==> src/rtl/vga_display_fetch.sv <==
// vga_display_fetch: 640x480@60 VGA timing generator and VRAM display-side fetch.
// Reads one byte per 16 pixels, expands 2bpp source pixels 4x4 and maps them through a palette.
//
// Ports:
//   clk            pixel clock, all logic on posedge
//   rst_n          asynchronous active-low reset
//   displayAddr    VRAM display read address (registered)
//   displayRdData  VRAM read data, valid one cycle after the address is sampled
//   hsync/vsync    active-low syncs, registered
//   red/green/blue 3-bit colour levels, registered, zero outside the visible area
//   vblank         high for output lines 480..524
//   palWrEn/palWrIdx/palWrData  palette write port (only with VGA_PALETTE_WR_EN)
//
// Build option: define VGA_PALETTE_WR_EN for a writable palette; otherwise
// the palette is the constant PAL0..PAL3 set and the write ports are absent.

module vga_display_fetch #(
    parameter int unsigned BYTES_PER_ROW = 40,
    parameter logic [8:0]  PAL0          = 9'h000,
    parameter logic [8:0]  PAL1          = 9'h007,
    parameter logic [8:0]  PAL2          = 9'h038,
    parameter logic [8:0]  PAL3          = 9'h1FF
) (
    input  logic        clk,
    input  logic        rst_n,
`ifdef VGA_PALETTE_WR_EN
    input  logic        palWrEn,
    input  logic [1:0]  palWrIdx,
    input  logic [8:0]  palWrData,
`endif
    output logic [12:0] displayAddr,
    input  logic [7:0]  displayRdData,
    output logic        hsync,
    output logic        vsync,
    output logic [2:0]  red,
    output logic [2:0]  green,
    output logic [2:0]  blue,
    output logic        vblank
);

    localparam logic [9:0] H_VIS        = 10'd640;
    localparam logic [9:0] H_SYNC_FIRST = 10'd656;
    localparam logic [9:0] H_SYNC_LAST  = 10'd751;
    localparam logic [9:0] H_LAST       = 10'd799;
    localparam logic [9:0] V_VIS        = 10'd480;
    localparam logic [9:0] V_SYNC_FIRST = 10'd490;
    localparam logic [9:0] V_SYNC_LAST  = 10'd491;
    localparam logic [9:0] V_LAST       = 10'd524;

    // Groups 1..39 are fetched at h = 16g-4 and loaded at h = 16g-1.
    // Group 0 of the next line is fetched/loaded at the end of this line.
    localparam logic [9:0] H_FETCH_LAST = 10'd620;
    localparam logic [9:0] H_LOAD_LAST  = 10'd623;
    localparam logic [9:0] H_PREFETCH   = 10'd796;

    // ------------------------------------------------------------
    // Position counters
    // ------------------------------------------------------------
    logic [9:0] h;
    logic [9:0] v;
    logic [9:0] v_next;
    logic       h_last;
    logic       v_last;

    always_comb begin
        h_last = (h == H_LAST);
        v_last = (v == V_LAST);
        v_next = v_last ? 10'd0 : v + 10'd1;
    end

    always_ff @(posedge clk or negedge rst_n) begin
        if (!rst_n) begin
            h <= '0;
            v <= '0;
        end else if (h_last) begin
            h <= '0;
            v <= v_next;
        end else begin
            h <= h + 10'd1;
        end
    end

    // ------------------------------------------------------------
    // Fetch schedule
    // ------------------------------------------------------------
    logic       vis_line;
    logic       pre_ok;
    logic       fetch_mid;
    logic       fetch_pre;
    logic       load_mid;
    logic       load_pre;
    logic [9:0] v_src;
    logic [7:0] row;
    logic [5:0] grp;
    logic [12:0] addr;

    always_comb begin
        vis_line  = (v < V_VIS);
        // The end-of-line prefetch is only useful when the next line is visible;
        // line 524 prefetches row 0 for the top of the next frame.
        pre_ok    = (v < V_VIS - 10'd1) || v_last;
        fetch_mid = vis_line && (h[3:0] == 4'd12) && (h <= H_FETCH_LAST);
        fetch_pre = pre_ok && (h == H_PREFETCH);
        load_mid  = vis_line && (h[3:0] == 4'd15) && (h <= H_LOAD_LAST);
        load_pre  = pre_ok && h_last;
        v_src     = fetch_pre ? v_next : v;
        row       = 8'(v_src >> 2);
        grp       = fetch_pre ? 6'd0 : 6'(h >> 4) + 6'd1;
    end

    generate
        if (BYTES_PER_ROW == 40) begin : g_shift_add
            // row*40 = row*32 + row*8
            assign addr = (13'(row) << 5) + (13'(row) << 3) + 13'(grp);
        end else begin : g_mul
            assign addr = 13'(32'(row) * BYTES_PER_ROW) + 13'(grp);
        end
    endgenerate

    always_ff @(posedge clk or negedge rst_n) begin
        if (!rst_n) begin
            displayAddr <= '0;
        end else if (fetch_mid || fetch_pre) begin
            displayAddr <= addr;
        end
    end

    // ------------------------------------------------------------
    // Pixel byte register; holds the byte for the whole 16-pixel group
    // and the 2-bit index is picked by h[3:2] rather than shifting.
    // ------------------------------------------------------------
    logic [7:0] shift;

    always_ff @(posedge clk or negedge rst_n) begin
        if (!rst_n) begin
            shift <= '0;
        end else if (load_mid || load_pre) begin
            shift <= displayRdData;
        end
    end

    logic [1:0] pix;

    always_comb begin
        pix = 2'd0;
        unique case (h[3:2])
            2'd0: pix = shift[7:6];
            2'd1: pix = shift[5:4];
            2'd2: pix = shift[3:2];
            2'd3: pix = shift[1:0];
        endcase
    end

    // ------------------------------------------------------------
    // Palette
    // ------------------------------------------------------------
    logic [8:0] pal [4];

`ifdef VGA_PALETTE_WR_EN
    always_ff @(posedge clk or negedge rst_n) begin
        if (!rst_n) begin
            pal[0] <= PAL0;
            pal[1] <= PAL1;
            pal[2] <= PAL2;
            pal[3] <= PAL3;
        end else if (palWrEn) begin
            pal[palWrIdx] <= palWrData;
        end
    end
`else
    always_comb begin
        pal[0] = PAL0;
        pal[1] = PAL1;
        pal[2] = PAL2;
        pal[3] = PAL3;
    end
`endif

    logic [8:0] colour;
    logic       visible;

    always_comb begin
        visible = (h < H_VIS) && vis_line;
        colour  = visible ? pal[pix] : 9'd0;
    end

    // ------------------------------------------------------------
    // Registered outputs: all reflect the position of the previous cycle
    // ------------------------------------------------------------
    logic [8:0] rgb;

    always_ff @(posedge clk or negedge rst_n) begin
        if (!rst_n) begin
            hsync  <= 1'b1;
            vsync  <= 1'b1;
            vblank <= 1'b0;
            rgb    <= '0;
        end else begin
            hsync  <= !((h >= H_SYNC_FIRST) && (h <= H_SYNC_LAST));
            vsync  <= !((v >= V_SYNC_FIRST) && (v <= V_SYNC_LAST));
            vblank <= !vis_line;
            rgb    <= colour;
        end
    end

    assign red   = rgb[8:6];
    assign green = rgb[5:3];
    assign blue  = rgb[2:0];

endmodule
==> config.mk <==
export PLATFORM = sky130hd
export DESIGN_NAME = vga_display_fetch
export DESIGN_NICKNAME = d
export VERILOG_FILES = /design/src/rtl/vga_display_fetch.sv
export SDC_FILE = /design/constraint.sdc
export NUM_CORES = 1
export LEC_CHECK = 0
export BUFFER_PORTS_ARGS = -buffer_cell sky130_fd_sc_hd__buf_2
export CAP_MARGIN = 20
export CORE_ASPECT_RATIO = 0.7
export CORE_MARGIN = 8
export CORE_UTILIZATION = 63
export DETAILED_ROUTE_END_ITERATION = 10
export GPL_ROUTABILITY_DRIVEN = 0
export PLACE_DENSITY_LB_ADDON = 0.15
export SLEW_MARGIN = 20
export SYNTH_ARGS = -nofsm -noshare
export SYNTH_HDL_FRONTEND = slang
export SYNTH_SLANG_ARGS = --single-unit
export TNS_END_PERCENT = 1
==> constraint.sdc <==
create_clock -name clk -period 11.4 [get_ports clk]
set_input_delay 1.71 -clock clk [delete_from_list [all_inputs] [get_ports clk]]
set_output_delay 1.71 -clock clk [all_outputs]
set_load 0.01 [all_outputs]
==> results of run 1 <==
## flip-flops by register name, summed over array words and instances (netlist names)
name	count
h	10
v	10
hsync	1
vblank	1
rgb	3
displayAddr	13
shift	8
vsync	1
## kinds of logic (layout without fill, tap and decap cells)
family | count (synthesis) | in the layout | share of synthesized area, %
and+or+nand+nor | 82 | 82 | 15.7
AOI/OAI and AO/OA | 57 | 57 | 13.3
buffers and inverters | 31 | 56 | 5.49
adders and majority gates | 25 | 25 | 11.2
xor gates and xnor gates | 18 | 18 | 5.41
DFF | 47 | 47 | 40.4
muxes | 20 | 20 | 8.45
## power breakdown
part           internal [mW]  switching (mW)  total, mW
clock network         0.0710          0.0577      0.129
registers              0.169         0.00107      0.170
logic                0.00402         0.00568    0.00970
total                  0.244          0.0644      0.308
## area by class of cell
class	count	area, µm²
clock buffer	6	82.6
tap	55	68.8
multi-input combinational	202	1580
fill	337	1240
inverter	14	52.6
sequential	47	1180
clock inverter	2	35.0
timing repair buffer	34	173
## worst max-delay path by stage
stage / startpoint / end / slack, ns / depth (start not counted)
floorplan: v[0] / displayAddr[10] / 7.59 / 14
finish: v[0] / displayAddr[10] / 6.97 / 14
global placement: v[0] / displayAddr[10] / 7.21 / 14
CTS: v[0] / displayAddr[10] / 7.07 / 14
global route: v[0] / displayAddr[10] / 6.72 / 14
detailed placement: v[0] / displayAddr[10] / 7.12 / 14
## critical path: cells and delay by family (launching register included)
kind	cells	cell delay, ns
adders and majority gates	3	1.35
xor gates and xnor gates	1	0.14
and+or+nand+nor	4	1.12
AOI/OAI and AO/OA	4	0.91
muxes	1	0.28
DFF	1	0.45
buffers and inverters	1	0.07
## through the flow
stage | instance area, µm² | worst slack (ns)
after CTS | 3160 | 7.07
after global routing | 3170 | 6.72
after detailed placement | 3050 | 7.12
after global placement | 3050 | 7.21
after floorplan | 2920 | 7.59
final | 3170 | 6.97
## cell usage after synthesis, types with 5 or more instances
cell type and count:
dfrtp_1 45, ha_1 23, o21ai_0 22, nor2_1 19, mux2_2 17, nand2_1 15, xnor2_1 15, inv_1 14
nand3_1 12, a21oi_1 10, buf_4 6, o31ai_1 6, and3_1 5, buf_2 5, nor3_1 5
## per-layer routing
layer / vias up / wire, µm / GRT usage (%)
met3: 6 / 451 / 5.77
met5: - / 0 / 0
li1: 1041 / - / -
met4: 0 / 65 / 4.52
met1: 1045 / 2930 / 24.3
met2: 67 / 2670 / 28.1
## cells in the final DEF (no fill, tap or decap), types with 2 or more instances in the layout
cell,count
a211oi_1,2
a21o_1,3
a21oi_1,10
a31oi_1,4
and2_1,3
and3_1,5
and4_2,2
buf_2,33
clkbuf_8,6
dfrtp_1,45
dfstp_2,2
fa_1,2
ha_1,23
inv_1,14
mux2_2,17
mux4_2,2
nand2_1,15
nand2b_1,3
nand3_1,12
nand4_1,4
nor2_1,19
nor3_1,5
nor3_2,2
o21ai_0,22
o21bai_1,2
o31ai_1,6
or3_1,2
xnor2_1,15
xor2_1,3
==> flow_summary_export.csv, run 1 <==
group,metric,value,unit
die,ios,35,
clocking,htreeDepth,2,
cells_and_area,final_cells,360,
timing,hold_violations,0,
placement,dp.cells,352,
synthesis,synth_top_area_share,38.6,%
synthesis,ys.flop_type,"dfrtp_1",
grt,grt_pass1_wl,10.5,mm
power_and_ir_drop,power,0.308,mW
clocking,cts.sink_count,47,
cells_and_area,final_nets,339,
route,wl,6.12,mm
placement,dp.final_hpwl,4.57,mm
min_path,min_to,"displayAddr[0]",
route,via_per_inst,6.00,
grt,grt_use_total,18.2,%
cells_and_area,utilization,71.9,%
synthesis,synth.ff_latch_count,47,
timing,max_freq,226,MHz
critical_path,r2r_slack,6.97,ns
route,drt-pass1-iter-count,4,
placement,io_buffers,34,
route,vias,2159,
critical_path,worstReg2RegStart,"v[0]",
route,dr.first_iter.drc_count,162,
synthesis,synth_cells,280,
synthesis,yosysSeqAreaShare,40.4,%
critical_path,crit_arrival,4.62,ns
clocking,cts-root-buf,"clkbuf_8",
critical_path,cp-end-kind,"register",
timing,fin_crit,4.43,ns
timing,skew,0.0120,ns
critical_path,startpoint_type,"register",
clocking,cts_tree,"done",
synthesis,yosys.area.top_type,"dfrtp_1",
grt,antenna_found_initial,0,
clocking,clkSlewWorstSetupHoldPaths,0.09,ns
synthesis,synth_fp_nets,315,
clocking,cts_resized,0,
cells_and_area,syn2layout_area_growth,8.63,%
timing,timing.slew.headroom,50.2,%
critical_path,timing.rr.end,"displayAddr[10]",
critical_path,critPathRequiredTime,11.59,ns
grt,grt-ovfl-total,0,
flow_run,drv_cap,0,
power_and_ir_drop,power_density,97.3,nW/µm²
die,die_h,72.9,µm
critical_path,cpPeakStageDelay,0.61,ns
timing,worst_pin_slew,0.743,ns
route,wl_per_cell,17.0,µm
timing,whs,0.505,ns
clocking,post_cts_buffers,0,
grt,grt_max_degree,48,
timing,final.setup.tns,0,ns
run_status,status,"completed",
timing,period_share,38.9,%
cells_and_area,drive_above_1_share,24.6,%
synthesis,synth_area_leaders,"dfrtp_1 39%, ha_1 9.9%, mux2_2 6.6%, xnor2_1 4.5%, o21ai_0 3.8%",
synthesis,synth_edf_count,0,
power_and_ir_drop,p_leak,1.52,nW
synthesis,ys_async_sr_fraction,100,%
critical_path,critPathKind,"register to register",
route,drc,0,
die,dieArea,7090,µm²
critical_path,r2r_cells,14,
cells_and_area,n_antenna_cell,0,
clocking,cts_buffers,5,
timing,maxSlewViolCount,0,
min_path,hold_depth,2,
critical_path,slowest_stage,"fa_1",
die,fp-row-count,20,
timing,rsz0062_at_grt,"false",
critical_path,cp_max_fo,10,
route,ant_nets,0,
min_path,hold_class,"register to register",
die,core-area,4400,µm²
synthesis,synth.cell_area,2920,µm²
grt,grt_pass1_vias,2117,
clocking,hold_buffers,0,
min_path,hp-start,"displayAddr[0]",
synthesis,synth_area_per_cell,10.4,µm²
critical_path,cp_cell_sequence,"ha_1, and4_2, nor3_1, o311ai_4, o21ai_0, o21ai_0, fa_1, inv_1, fa_1, nand2b_1, a21oi_1, nor2_1, xnor2_1, mux2_2",
clocking,clk_path_buf_depth,2,
synthesis,synth_warnings,0,
power_and_ir_drop,max-vdd-ir-drop,0.0775,mV
die,start_util,66.2,%
synthesis,ys_types,50,
timing,setup_violations,0,
die,die_w,97.3,µm
clocking,clk_latency,0.31,ns
Note: power is estimated with default switching activity, not from simulation.
==> inputs of run 2 (changes only) <==
--- a/config.mk
+++ b/config.mk
@@ -5,11 +5,12 @@
 export SDC_FILE = /design/constraint.sdc
 export NUM_CORES = 1
 export LEC_CHECK = 0
+export ABC_AREA = 1
 export BUFFER_PORTS_ARGS = -buffer_cell sky130_fd_sc_hd__buf_2
 export CAP_MARGIN = 20
 export CORE_ASPECT_RATIO = 0.7
 export CORE_MARGIN = 8
-export CORE_UTILIZATION = 63
+export CORE_UTILIZATION = 59
 export DETAILED_ROUTE_END_ITERATION = 10
 export GPL_ROUTABILITY_DRIVEN = 0
 export PLACE_DENSITY_LB_ADDON = 0.15
==> constraint.sdc (replaced) <==
create_clock -name clk -period 4.2 [get_ports clk]
set_input_delay 0.63 -clock clk [delete_from_list [all_inputs] [get_ports clk]]
set_output_delay 0.63 -clock clk [all_outputs]
set_load 0.01 [all_outputs]
==> flow_summary_export.csv, run 2 <==
group,metric,value,unit
timing,skew,0.0127,ns
synthesis,synth_top_area_share,36.9,%
clocking,cts_resized,0,
critical_path,critPathKind,"register to register",
timing,final.setup.tns,0,ns
run_status,status,"completed",
timing,period_share,84.1,%
synthesis,ys_top_cells_by_count,"100 x nand2_1, 45 x dfrtp_1, 39 x inv_1, 38 x nand3_1, 26 x o21ai_0",
die,dieArea,7760,µm²
critical_path,worstReg2RegStart,"v[7]",
critical_path,slowest_stage,"fa_1",
power_and_ir_drop,p_leak,1.79,nW
clocking,clk_latency,0.30,ns
cells_and_area,syn2layout_area_growth,9.11,%
grt,antenna_found_initial,0,
grt,grt-ovfl-total,0,
critical_path,cp-end-kind,"register",
critical_path,r2r_cells,17,
critical_path,path_delay_family,"simple AND/OR/NAND/NOR gates",
timing,max_freq,283,MHz
critical_path,startpoint_type,"register",
die,start_util,59.5,%
critical_path,cp_max_fo,22,
clocking,post_cts_buffers,0,
grt,grt_use_total,17.4,%
die,die_w,102,µm
timing,fin_crit,3.53,ns
critical_path,path_depth,17,
critical_path,r2r_slack,0.67,ns
synthesis,synth_area_per_cell,8.13,µm²
clocking,cts-root-buf,"clkbuf_8",
synthesis,synth.cell_area,3050,µm²
synthesis,yosysSeqAreaShare,38.7,%
power_and_ir_drop,power,0.795,mW
route,via_per_inst,5.10,
synthesis,synth.ff_latch_count,47,
synthesis,yosys.cell_count.top_type,"nand2_1",
critical_path,timing.rr.end,"displayAddr[10]",
grt,use_met2,24.3,%
critical_path,critPathLaunch,"v[7]",
clocking,clk_path_buf_depth,2,
power_and_ir_drop,max-vdd-ir-drop,0.206,mV
route,vias,2439,
synthesis,synth_warnings,0,
timing,worst_pin_slew,0.598,ns
synthesis,synth_edf_count,0,
clocking,hold_buffers,0,
grt,grt_pass1_wl,10.9,mm
synthesis,yosys.area.top_type,"dfrtp_1",
flow_run,drv_cap,0,
route,ant_nets,0,
timing,maxSlewViolCount,0,
die,ios,35,
synthesis,ys_async_sr_fraction,100,%
cells_and_area,reg_top3,"displayAddr: 13 flops, h: 10 flops, v: 10 flops",
grt,grt_busiest_layer,"met1",
timing,rsz0062_at_grt,"false",
die,fp-row-count,22,
cells_and_area,largest_reg_flops,13,
placement,dp.final_hpwl,4.95,mm
cells_and_area,drive_above_1_share,17.7,%
grt,grt_max_degree,48,
route,wl,6.40,mm
synthesis,synth_fp_nets,410,
cells_and_area,mostFrequentLayoutCells,"100 x nand2_1, 45 x dfrtp_1, 39 x inv_1, 38 x nand3_1, 33 x buf_2",
power_and_ir_drop,power_density,239,nW/µm²
synthesis,ys.flop_type,"dfrtp_1",
cells_and_area,final_nets,440,
clocking,cts_buffers,5,
grt,grt_pass1_vias,2321,
clocking,clkSlewWorstSetupHoldPaths,0.09,ns
synthesis,ys_types,39,
die,die_h,76.1,µm
timing,hold_violations,0,
critical_path,cpPeakStageDelay,0.57,ns
route,drc,0,
timing,timing.slew.headroom,60.2,%
synthesis,synth_area_leaders,"dfrtp_1 37%, nand2_1 12%, ha_1 9.4%, nand3_1 6.2%, inv_1 4.8%",
clocking,cts_tree,"done",
critical_path,endpoint,"displayAddr[10]",
route,drt-pass1-iter-count,4,
route,wl_per_cell,13.4,µm
grt,grt_util_met3,3.38,%
placement,io_buffers,34,
min_path,hold_class,"input pin to async pin",
synthesis,synth_cells,375,
critical_path,crit_arrival,3.78,ns
grt,grt_util_met1,26.7,%
die,core-area,5120,µm²
clocking,htreeDepth,2,
critical_path,critPathRequiredTime,4.45,ns
cells_and_area,n_antenna_cell,0,
critical_path,critPathBufInv,2,
route,dr.first_iter.drc_count,99,
clocking,cts.sink_count,47,
cells_and_area,final_common_cell,"nand2_1",
critical_path,cp_cell_sequence,"nand2_1, nor2_2, nor2_1, nand2_2, nand2_4, nand2_8, inv_2, o21ai_0, fa_1, inv_1, fa_1, o21ai_0, nand2_1, nand2_1, xor2_1, nand2_1, nand2_1",
critical_path,cpMostUsedCell,"nand2_1",
timing,setup_violations,0,
cells_and_area,regMostFlops,"displayAddr",
==> run 2: cell count changes in the layout (fill, tap and decap cells not counted), moves of 6 or more <==
cell	delta
inv_1	+25
mux2_2	-17
nand2_1	+85
nand2_2	+7
nand3_1	+26
o31ai_1	-6
xnor2_1	-14
xor2_1	+9
==> run 2: layout make-up <==
| cell class | instances | area (µm²) |
|---|---|---|
| Timing Repair Buffer | 34 | 173 |
| Multi-Input combinational cell | 273 | 1620 |
| Fill cell | 449 | 1790 |
| Clock inverter | 1 | 7.51 |
| Sequential cell | 47 | 1180 |
| Tap cell | 72 | 90.1 |
| Inverter | 44 | 165 |
| Clock buffer | 7 | 96.3 |
==> run 2: how the worst min path moves through the flow <==
stage / from / to / slack (ns)
floorplan: rst_n / displayAddr[0] / 0.33
global placement: displayAddr[1] / displayAddr[1] / 0.48
detailed placement: displayAddr[8] / displayAddr[8] / 0.49
CTS: displayAddr[8] / displayAddr[8] / 0.51
global route: rst_n / v[3] / 0.36
finish: rst_n / v[3] / 0.32
==> run 2: per-layer routing <==
| layer | vias to the layer above | wire [µm] |
|---|---|---|
| li1 | 1268 | - |
| met1 | 1116 | 3400 |
| met2 | 51 | 2590 |
| met3 | 4 | 371 |
| met4 | 0 | 37 |
| met5 | - | 0 |
==> run 2: per-stage QoR <==
step	setup slack, ns	area (µm²)	std cells	util (%)	hold slack, ns
2_1_floorplan	0.990	3050	375	-	0.334
3_5_place_dp	0.655	3220	470	62.9	0.492
6_report	0.668	3330	478	65.0	0.322
5_1_grt	0.355	3330	478	65.0	0.357
4_1_cts	0.636	3320	478	64.9	0.514
3_3_place_gp	0.794	3220	470	62.9	0.482
==> run 2: cell families after synthesis <==
kind of cell	after synthesis	share of synthesized area (%)
and+or+nand+nor	192	31.2
buffers and inverters	55	8.33
DFF	47	38.7
AOI/OAI and AO/OA	43	7.35
adders and majority gates	25	10.8
xor gates and xnor gates	13	3.74
==> run 2: report_power, final <==
part	switching, mW	total (mW)	internal (mW)
Clock	0.159	0.309	0.150
Sequential	0.00302	0.461	0.458
Combinational	0.0166	0.0255	0.00893
Total	0.179	0.795	0.617
==> inputs of run 3 (changes only) <==
--- a/config.mk
+++ b/config.mk
@@ -10,7 +10,7 @@
 export CAP_MARGIN = 20
 export CORE_ASPECT_RATIO = 0.7
 export CORE_MARGIN = 8
-export CORE_UTILIZATION = 59
+export CORE_UTILIZATION = 53
 export DETAILED_ROUTE_END_ITERATION = 10
 export GPL_ROUTABILITY_DRIVEN = 0
 export PLACE_DENSITY_LB_ADDON = 0.15
==> constraint.sdc (replaced) <==
create_clock -name clk -period 3.1 [get_ports clk]
set_input_delay 0.465 -clock clk [delete_from_list [all_inputs] [get_ports clk]]
set_output_delay 0.465 -clock clk [all_outputs]
set_load 0.01 [all_outputs]
==> flow_summary_export.csv, run 3 (synthesized netlist as in run 2, its figures left out) <==
group,metric,value,unit
run_status,status,"completed",
timing,worst_pin_slew,0.603,ns
timing,skew,0.00500,ns
timing,timing.slew.headroom,59.8,%
critical_path,cp_max_fo,5,
critical_path,cp_cell_sequence,"inv_2, ha_1, nand2_1, nor2_2, nand3_4, buf_4, nand3_1, o21ai_2, fa_1, inv_1, fa_2, o21ai_2, nand2_1, nand2_1, xor2_1, nand2_1, nand2_1",
grt,antenna_found_initial,0,
timing,period_share,94.8,%
timing,fin_crit,2.94,ns
critical_path,crit_arrival,3.19,ns
route,wl,6.69,mm
grt,grt_pass1_vias,2371,
critical_path,worstReg2RegStart,"v[1]",
clocking,cts_tree,"done",
critical_path,r2r_cells,17,
min_path,hold_class,"input pin to async pin",
critical_path,critPathRequiredTime,3.35,ns
grt,grt_max_degree,48,
die,dieArea,8470,µm²
placement,io_buffers,34,
critical_path,critPathKind,"register to register",
route,dr.first_iter.drc_count,156,
cells_and_area,final_nets,462,
clocking,clkSlewWorstSetupHoldPaths,0.09,ns
cells_and_area,n_antenna_cell,0,
route,drt-pass1-iter-count,4,
critical_path,cpMostUsedCell,"nand2_1",
die,die_h,79.4,µm
cells_and_area,final_cell_area,3590,µm²
timing,maxSlewViolCount,0,
cells_and_area,regMostFlops,"displayAddr",
cells_and_area,mostFrequentLayoutCells,"98 x nand2_1, 45 x dfrtp_1, 38 x inv_1, 38 x nand3_1, 33 x buf_2",
die,fp-row-count,23,
timing,max_freq,340,MHz
cells_and_area,final_common_cell,"nand2_1",
route,ant_nets,0,
timing,setup_violations,0,
clocking,cts_buffers,5,
route,vias,2557,
placement,pre_cts_ws,-0.0260,ns
cells_and_area,largest_reg_flops,13,
clocking,cts.sink_count,47,
cells_and_area,ff_latch_area,1180,µm²
flow_run,drv_cap,0,
cells_and_area,fillCellCount,505,
cells_and_area,multi_input_area,1690,µm²
timing,hold_violations,0,
timing,setup_ws,0.161,ns
cells_and_area,syn2layout_area_growth,17.9,%
critical_path,slowest_stage,"fa_1",
critical_path,startpoint_type,"register",
critical_path,timing.rr.end,"displayAddr[10]",
die,start_util,54.0,%
clocking,clk_latency,0.31,ns
route,drc,0,
placement,dp.final_hpwl,5.01,mm
grt,grt-ovfl-total,0,
critical_path,cpPeakStageDelay,0.58,ns
grt,grt_use_total,16.3,%
clocking,clk_path_buf_depth,2,
critical_path,cp-end-kind,"register",
route,via_per_inst,5.08,
route,wl_per_cell,13.3,µm
clocking,htreeDepth,2,
die,ios,35,
power_and_ir_drop,power_density,311,nW/µm²
cells_and_area,drive_above_1_share,25.9,%
placement,placement.cell_area,3350,µm²
power_and_ir_drop,p_leak,1.91,nW
clocking,cts-root-buf,"clkbuf_8",
grt,grt_pass1_wl,11.1,mm
die,die_w,107,µm
cells_and_area,reg_top3,"displayAddr: 13 flops, h: 10 flops, v: 10 flops",
critical_path,r2r_slack,0.16,ns
power_and_ir_drop,max-vdd-ir-drop,0.197,mV
die,core-area,5640,µm²
[run 3: changes by cell type in the layout (fill, tap and decap cells not counted), moves of 4 or more]
cell / change
buf_4: +20
o21ai_2: +5
ha_2: +4
ha_1: -5
o21ai_0: -5
[run 3: routing by layer]
metal / track usage, % / vias up / wire (µm)
li1: - / 1314 / -
met4: 5.31 / 0 / 71
met1: 24.1 / 1181 / 3420
met5: 0 / - / 0
met3: 3.79 / 7 / 407
met2: 22.9 / 55 / 2800
[run 3: where the power goes]
group,leakage (nW),internal [mW],switching (mW)
Clock,0.0581,0.240,0.219
Combinational,1.25,0.0121,0.0228
Sequential,0.601,0.620,0.00385
[run 3: area by class of cell]
type	count	area share (%)
inverters	44	4.66
flip-flops and latches	47	32.8
well taps	75	2.61
repair buffers	56	9.85
clock buffers	5	1.91
multi-input cells	273	47.0
clock inverters	3	1.22
[run 3: timing repair]
item                                    4_1_cts  5_1_grt
endpoints found under the setup margin        3        6
hold buffers                                  0        0
gates resized for setup                       2       25
pin swaps                                     1       11
setup buffers                                 1        5
[run 3: worst max path at each step]
stage	from	endpoint	slack, ns	depth (start not counted)
global route	v[1]	displayAddr[10]	-0.03	20
floorplan	h[5]	displayAddr[10]	0.005	17
global placement	v[0]	displayAddr[8]	0.05	18
CTS	v[1]	displayAddr[10]	0.004	19
detailed placement	v[1]	displayAddr[10]	-0.03	18
finish	v[1]	displayAddr[10]	0.16	17
[run 3: stage by stage]
stage	TNS [ns]	power, mW	util, %	instances	hold WS, ns
floorplan	0	0.651	-	375	0.169
global placement	0	0.672	59.3	489	0.486
detailed placement	-0.0387	0.672	59.3	489	0.490
CTS	0	1.13	61.5	498	0.335
global route	-0.0876	1.16	63.7	503	0.212
finish	0	1.12	63.7	503	0.155
[run 3: worst max-delay path: cells and delay by family, from the launching register on]
kind	cells	cell delay (ns)
adders and majority gates	3	1.07
xor gates and xnor gates	1	0.15
AOI/OAI and AO/OA	2	0.25
DFF	1	0.42
and+or+nand+nor	8	0.69
buffers and inverters	3	0.28
